--- src/rtl/alu_pkg.sv ---
// Shared definitions for the arbitrated AND/OR/NOT ALU.
package alu_pkg;

  localparam logic [1:0] CTRL_AND  = 2'b00;
  localparam logic [1:0] CTRL_OR   = 2'b01;
  localparam logic [1:0] CTRL_NOT  = 2'b10;
  localparam logic [1:0] CTRL_RSVD = 2'b11;

  // Output register occupancy: EMPTY means out_valid=0, FULL means out_valid=1.
  typedef enum logic {
    S_EMPTY = 1'b0,
    S_FULL  = 1'b1
  } state_e;

endpackage

--- src/rtl/andornot.sv ---
// Purely combinational AND / OR / NOT-a datapath; the reserved code yields zero.
module andornot
  import alu_pkg::*;
#(
  parameter int WIDTH = 8
) (
  input  logic [WIDTH-1:0] a,
  input  logic [WIDTH-1:0] b,
  input  logic [1:0]       ctrl,
  output logic [WIDTH-1:0] s
);

  // Select the logic function; b is unused for NOT.
  always_comb begin
    s = '0;
    case (ctrl)
      CTRL_AND: s = a & b;
      CTRL_OR:  s = a | b;
      CTRL_NOT: s = ~a;
      default:  s = '0;
    endcase
  end

endmodule

--- src/rtl/alu_arbiter.sv ---
// Two-requester round-robin front end around a shared andornot datapath,
// with a single registered result slot that can drain and refill in one cycle.
module alu_arbiter
  import alu_pkg::*;
#(
  parameter int WIDTH = 8
) (
  input  logic             clk,
  input  logic             rst_n,
  input  logic             in0_valid,
  output logic             in0_ready,
  input  logic [WIDTH-1:0] in0_a,
  input  logic [WIDTH-1:0] in0_b,
  input  logic [1:0]       in0_ctrl,
  input  logic             in1_valid,
  output logic             in1_ready,
  input  logic [WIDTH-1:0] in1_a,
  input  logic [WIDTH-1:0] in1_b,
  input  logic [1:0]       in1_ctrl,
  output logic             out_valid,
  input  logic             out_ready,
  output logic [WIDTH-1:0] out_s,
  output logic             out_id,
  output logic             out_err,
  output logic [15:0]      op_cnt
);

  state_e           state_q, state_d;
  logic             prio_q, prio_d;
  logic [WIDTH-1:0] s_q, s_d;
  logic             id_q, id_d;
  logic             err_q, err_d;
  logic [15:0]      cnt_q, cnt_d;

  logic             can_accept;
  logic             gnt1;
  logic             accept;
  logic [WIDTH-1:0] op_a, op_b;
  logic [1:0]       op_ctrl;
  logic [WIDTH-1:0] dp_s;

  // Arbitration: a lone requester wins outright, ties go to the priority bit.
  // rst_n gates can_accept so no ready is ever shown while reset is held.
  always_comb begin
    can_accept = rst_n & ((state_q == S_EMPTY) | out_ready);
    gnt1       = in1_valid & (~in0_valid | prio_q);
    accept     = can_accept & (in0_valid | in1_valid);
    in0_ready  = accept & ~gnt1;
    in1_ready  = accept & gnt1;
  end

  // Steer the granted requester's operands into the shared datapath.
  always_comb begin
    op_a    = gnt1 ? in1_a    : in0_a;
    op_b    = gnt1 ? in1_b    : in0_b;
    op_ctrl = gnt1 ? in1_ctrl : in0_ctrl;
  end

  andornot #(.WIDTH(WIDTH)) u_dp (
    .a    (op_a),
    .b    (op_b),
    .ctrl (op_ctrl),
    .s    (dp_s)
  );

  // Next-state for the result slot, result payload, priority and counter.
  always_comb begin
    state_d = state_q;
    prio_d  = prio_q;
    s_d     = s_q;
    id_d    = id_q;
    err_d   = err_q;
    cnt_d   = cnt_q;
    case (state_q)
      S_EMPTY: if (accept) state_d = S_FULL;
      S_FULL:  if (out_ready && !accept) state_d = S_EMPTY;
      default: state_d = S_EMPTY;
    endcase
    if (accept) begin
      prio_d = ~gnt1;
      id_d   = gnt1;
      err_d  = (op_ctrl == CTRL_RSVD);
      s_d    = (op_ctrl == CTRL_RSVD) ? '0 : dp_s;
      cnt_d  = cnt_q + 16'd1;
    end
  end

  // State and result registers; reset discards any held result.
  always_ff @(posedge clk or negedge rst_n) begin
    if (!rst_n) begin
      state_q <= S_EMPTY;
      prio_q  <= 1'b0;
      s_q     <= '0;
      id_q    <= 1'b0;
      err_q   <= 1'b0;
      cnt_q   <= 16'd0;
    end else begin
      state_q <= state_d;
      prio_q  <= prio_d;
      s_q     <= s_d;
      id_q    <= id_d;
      err_q   <= err_d;
      cnt_q   <= cnt_d;
    end
  end

  assign out_valid = (state_q == S_FULL);
  assign out_s     = s_q;
  assign out_id    = id_q;
  assign out_err   = err_q;
  assign op_cnt    = cnt_q;

endmodule

--- config.mk ---
export PLATFORM = sky130hd
export DESIGN_NAME = alu_arbiter
export DESIGN_NICKNAME = d
export VERILOG_FILES = /design/src/rtl/alu_pkg.sv /design/src/rtl/andornot.sv /design/src/rtl/alu_arbiter.sv
export SDC_FILE = /design/constraint.sdc
export NUM_CORES = 1
export LEC_CHECK = 0
export CAP_MARGIN = 20
export CORE_MARGIN = 2
export CORE_UTILIZATION = 42
export DETAILED_ROUTE_END_ITERATION = 8
export PLACE_DENSITY = 0.82
export SETUP_SLACK_MARGIN = 0.02
export SLEW_MARGIN = 10
export SYNTH_ARGS = -nofsm -noshare
export SYNTH_HDL_FRONTEND = slang
export SYNTH_HIERARCHICAL = 1
export SYNTH_SLANG_ARGS = --single-unit
--- constraint.sdc ---
create_clock -name clk -period 2.6 [get_ports clk]
set_clock_uncertainty 0.1 [all_clocks]
set_input_delay 0.26 -clock clk [delete_from_list [all_inputs] [get_ports clk]]
set_output_delay 0.26 -clock clk [all_outputs]
set_load 0.01 [all_outputs]
==> results.cfg <==
[run_status]
status = finished, final reports clean

[layout]
layout.nets = 268
syn_to_final_growth_pct = 50.5
fillers = 300
layout-drive-gt1-share_pct = 21.3
fin_util_pct = 66.9
antenna_cells = 0

[route]
top_layer = met4
dr_wl_met2_um = 1730
routed_via_density = 5.06
vias = 1381
wl_per_cell_um = 13.3
dr.pass1.iters = 3
routed_wl_um = 3620
drc = 0
wl_met1_um = 1570
drt_iter0_markers = 23
wl_met3_um = 269
ant_nets = 0

[die]
dieWidth_um = 66.7
core_area_um2 = 3720
start_util_pct = 44.4
ios = 70
rows = 22
die_height_um = 66.7
dieArea_um2 = 4450

[yosys]
async_flop_share_pct = 100
synth-seq-cells = 28
synth_cell_types = 31
avgSynthCellArea_um2 = 10.9
yosysMostFrequentCell = dfrtp_1
ys_top_cells_by_count = dfrtp_1, nand2_1, mux2_2
seq_area_frac_synth_pct = 42.4
synth_flop_cell = dfrtp_1
synth_edf_count = 0
syn-num-nets = 194
netlist_area_um2 = 1650
ys_warn_count = 6
synth_cells = 152
synth_area_leaders = dfrtp_1, mux2_2, xnor2_1
synth_area_leader_cell = dfrtp_1
synth_top_area_share_pct = 42.4

[global_routing]
grt_pass1_vias = 1470
grt_max_degree = 29
grt_pass1_wl_um = 6290
antenna_found_initial = 0
overflow = 0
track_usage_pct = 18.9

[sta]
fin_crit_ns = 2.25
fin_tns_setup_ns = 0
slew_viol_final = 0
hold_viol = 0
max_slew_margin_pct = 75.0
period_share_pct = 86.4
rsz0062_at_grt = no
setup_violations = 0
max_freq_ghz = 0.445
worst_pin_slew_ns = 0.373

[critical_path]
path_cells = nor2b_2 > or2_4 > nor2_1 > clkdlybuf4s50_1
cp-end-kind = primary output
crit_fanout = 5
crit_required_ns = 2.24
cp_slowest_cell = clkdlybuf4s50_1
slowest_delay_ns = 0.58
arrival_ns = 1.89
start_kind = flop
worstSetupPathType = reg2out

[clocking]
clock_path_buffers = 2
clock_latency_ns = 0.28
clkTransAtPathRegs_ns = 0.09
cts_tree = yes
cts_resized = 0
htreeDepth = 1
clock-sinks = 28
cts_root_buf = clkbuf_8
postCtsSetupRepairBufs = 0
hold_buffers = 0
cts_buffers = 3

[place]
io_buffers = 69
hpwlAfterDp_um = 2850
gp_congestion = 0.749

[hold_path]
hold_class = in2async

[power]
peakVddDrop_uv = 248
p_leak_nw = 1.02
powerDensity_nw_per_um2 = 593

[job]
maxCapViolations = 0
## layout by cell type, fill, tap and decap left out, types with 4 or more instances in the layout
| master | Yosys | routed |
|---|---|---|
| and3_1 | 4 | 4 |
| buf_4 | 1 | 5 |
| clkdlybuf4s50_1 | 0 | 69 |
| dfrtp_1 | 28 | 28 |
| maj3_2 | 8 | 8 |
| mux2_2 | 19 | 19 |
| nand2_1 | 23 | 23 |
| nand3_1 | 6 | 6 |
| nand4_1 | 4 | 4 |
| o21ai_0 | 8 | 8 |
| o2bb2ai_1 | 8 | 8 |
| xnor2_1 | 13 | 13 |
## path summary, 6_finish.rpt
check,startpoint,end,slack (ns),cells past startpoint
max,out_valid,in1_ready,0.35,4
min,rst_n,op_cnt[12],0.33,2
max reg2reg,prio_q,out_s[3],0.58,7
min reg2reg,op_cnt[15],op_cnt[15],0.37,1
max in group asynchronous,rst_n,out_s[5],1.82,2
min in group clk,op_cnt[15],op_cnt[15],0.37,1
## per-stage QoR
step | hold slack [ns] | cell area (µm²) | cells | setup WS [ns] | total power, mW
2_1_floorplan | -0.136 | 1650 | 152 | 0.634 | 0.862
3_3_place_gp | 0.361 | 2410 | 269 | 0.182 | 1.14
3_5_place_dp | 0.367 | 2410 | 269 | 0.126 | 1.15
4_1_cts | 0.338 | 2490 | 273 | 0.335 | 1.50
5_1_grt | 0.362 | 2490 | 273 | 0.212 | 1.56
6_report | 0.332 | 2490 | 273 | 0.355 | 1.48
## routing by layer
layer | track usage [%] | vias up
li1 | - | 679
met1 | 21.7 | 647
met2 | 32.9 | 50
met3 | 5.41 | 5
met4 | 7.40 | 0
met5 | 0 | -
## kinds of logic after synthesis
kind of cell | count (synthesis) | share of synthesized area [%]
simple gates | 52 | 18.3
flops | 28 | 42.4
mux | 20 | 13.6
compound gates | 19 | 8.18
xor+xnor | 15 | 7.95
buf+inv | 9 | 3.41
fa+ha+maj | 9 | 6.21
## registers in the layout, summed over array words and instances, names as in the netlist
register / count
out_s: 8
prio_q: 1
out_err: 1
op_cnt: 16
out_valid: 1
out_id: 1
## area by class of cell
type	instances	area [µm²]	share of cell area, %
multi-input cells	115	895	36.0
repair buffers	75	748	30.1
flip-flops and latches	28	701	28.2
well taps	48	60.1	2.42
clock buffers	3	41.3	1.66
clock inverters	1	30.0	1.21
inverters	3	11.3	0.453
## critical path, delay by kind of cell (launching register included)
family | cells | cell delay (ns)
buf+inv | 1 | 0.58
flops | 1 | 0.38
simple gates | 3 | 0.65
## power breakdown
| group | switching, mW | internal (mW) | total [mW] |
|---|---|---|---|
| Combinational | 0.207 | 0.323 | 0.529 |
| Clock | 0.134 | 0.206 | 0.340 |
| Sequential | 0.0875 | 0.518 | 0.605 |
Note: power is estimated with default switching activity, not from simulation.
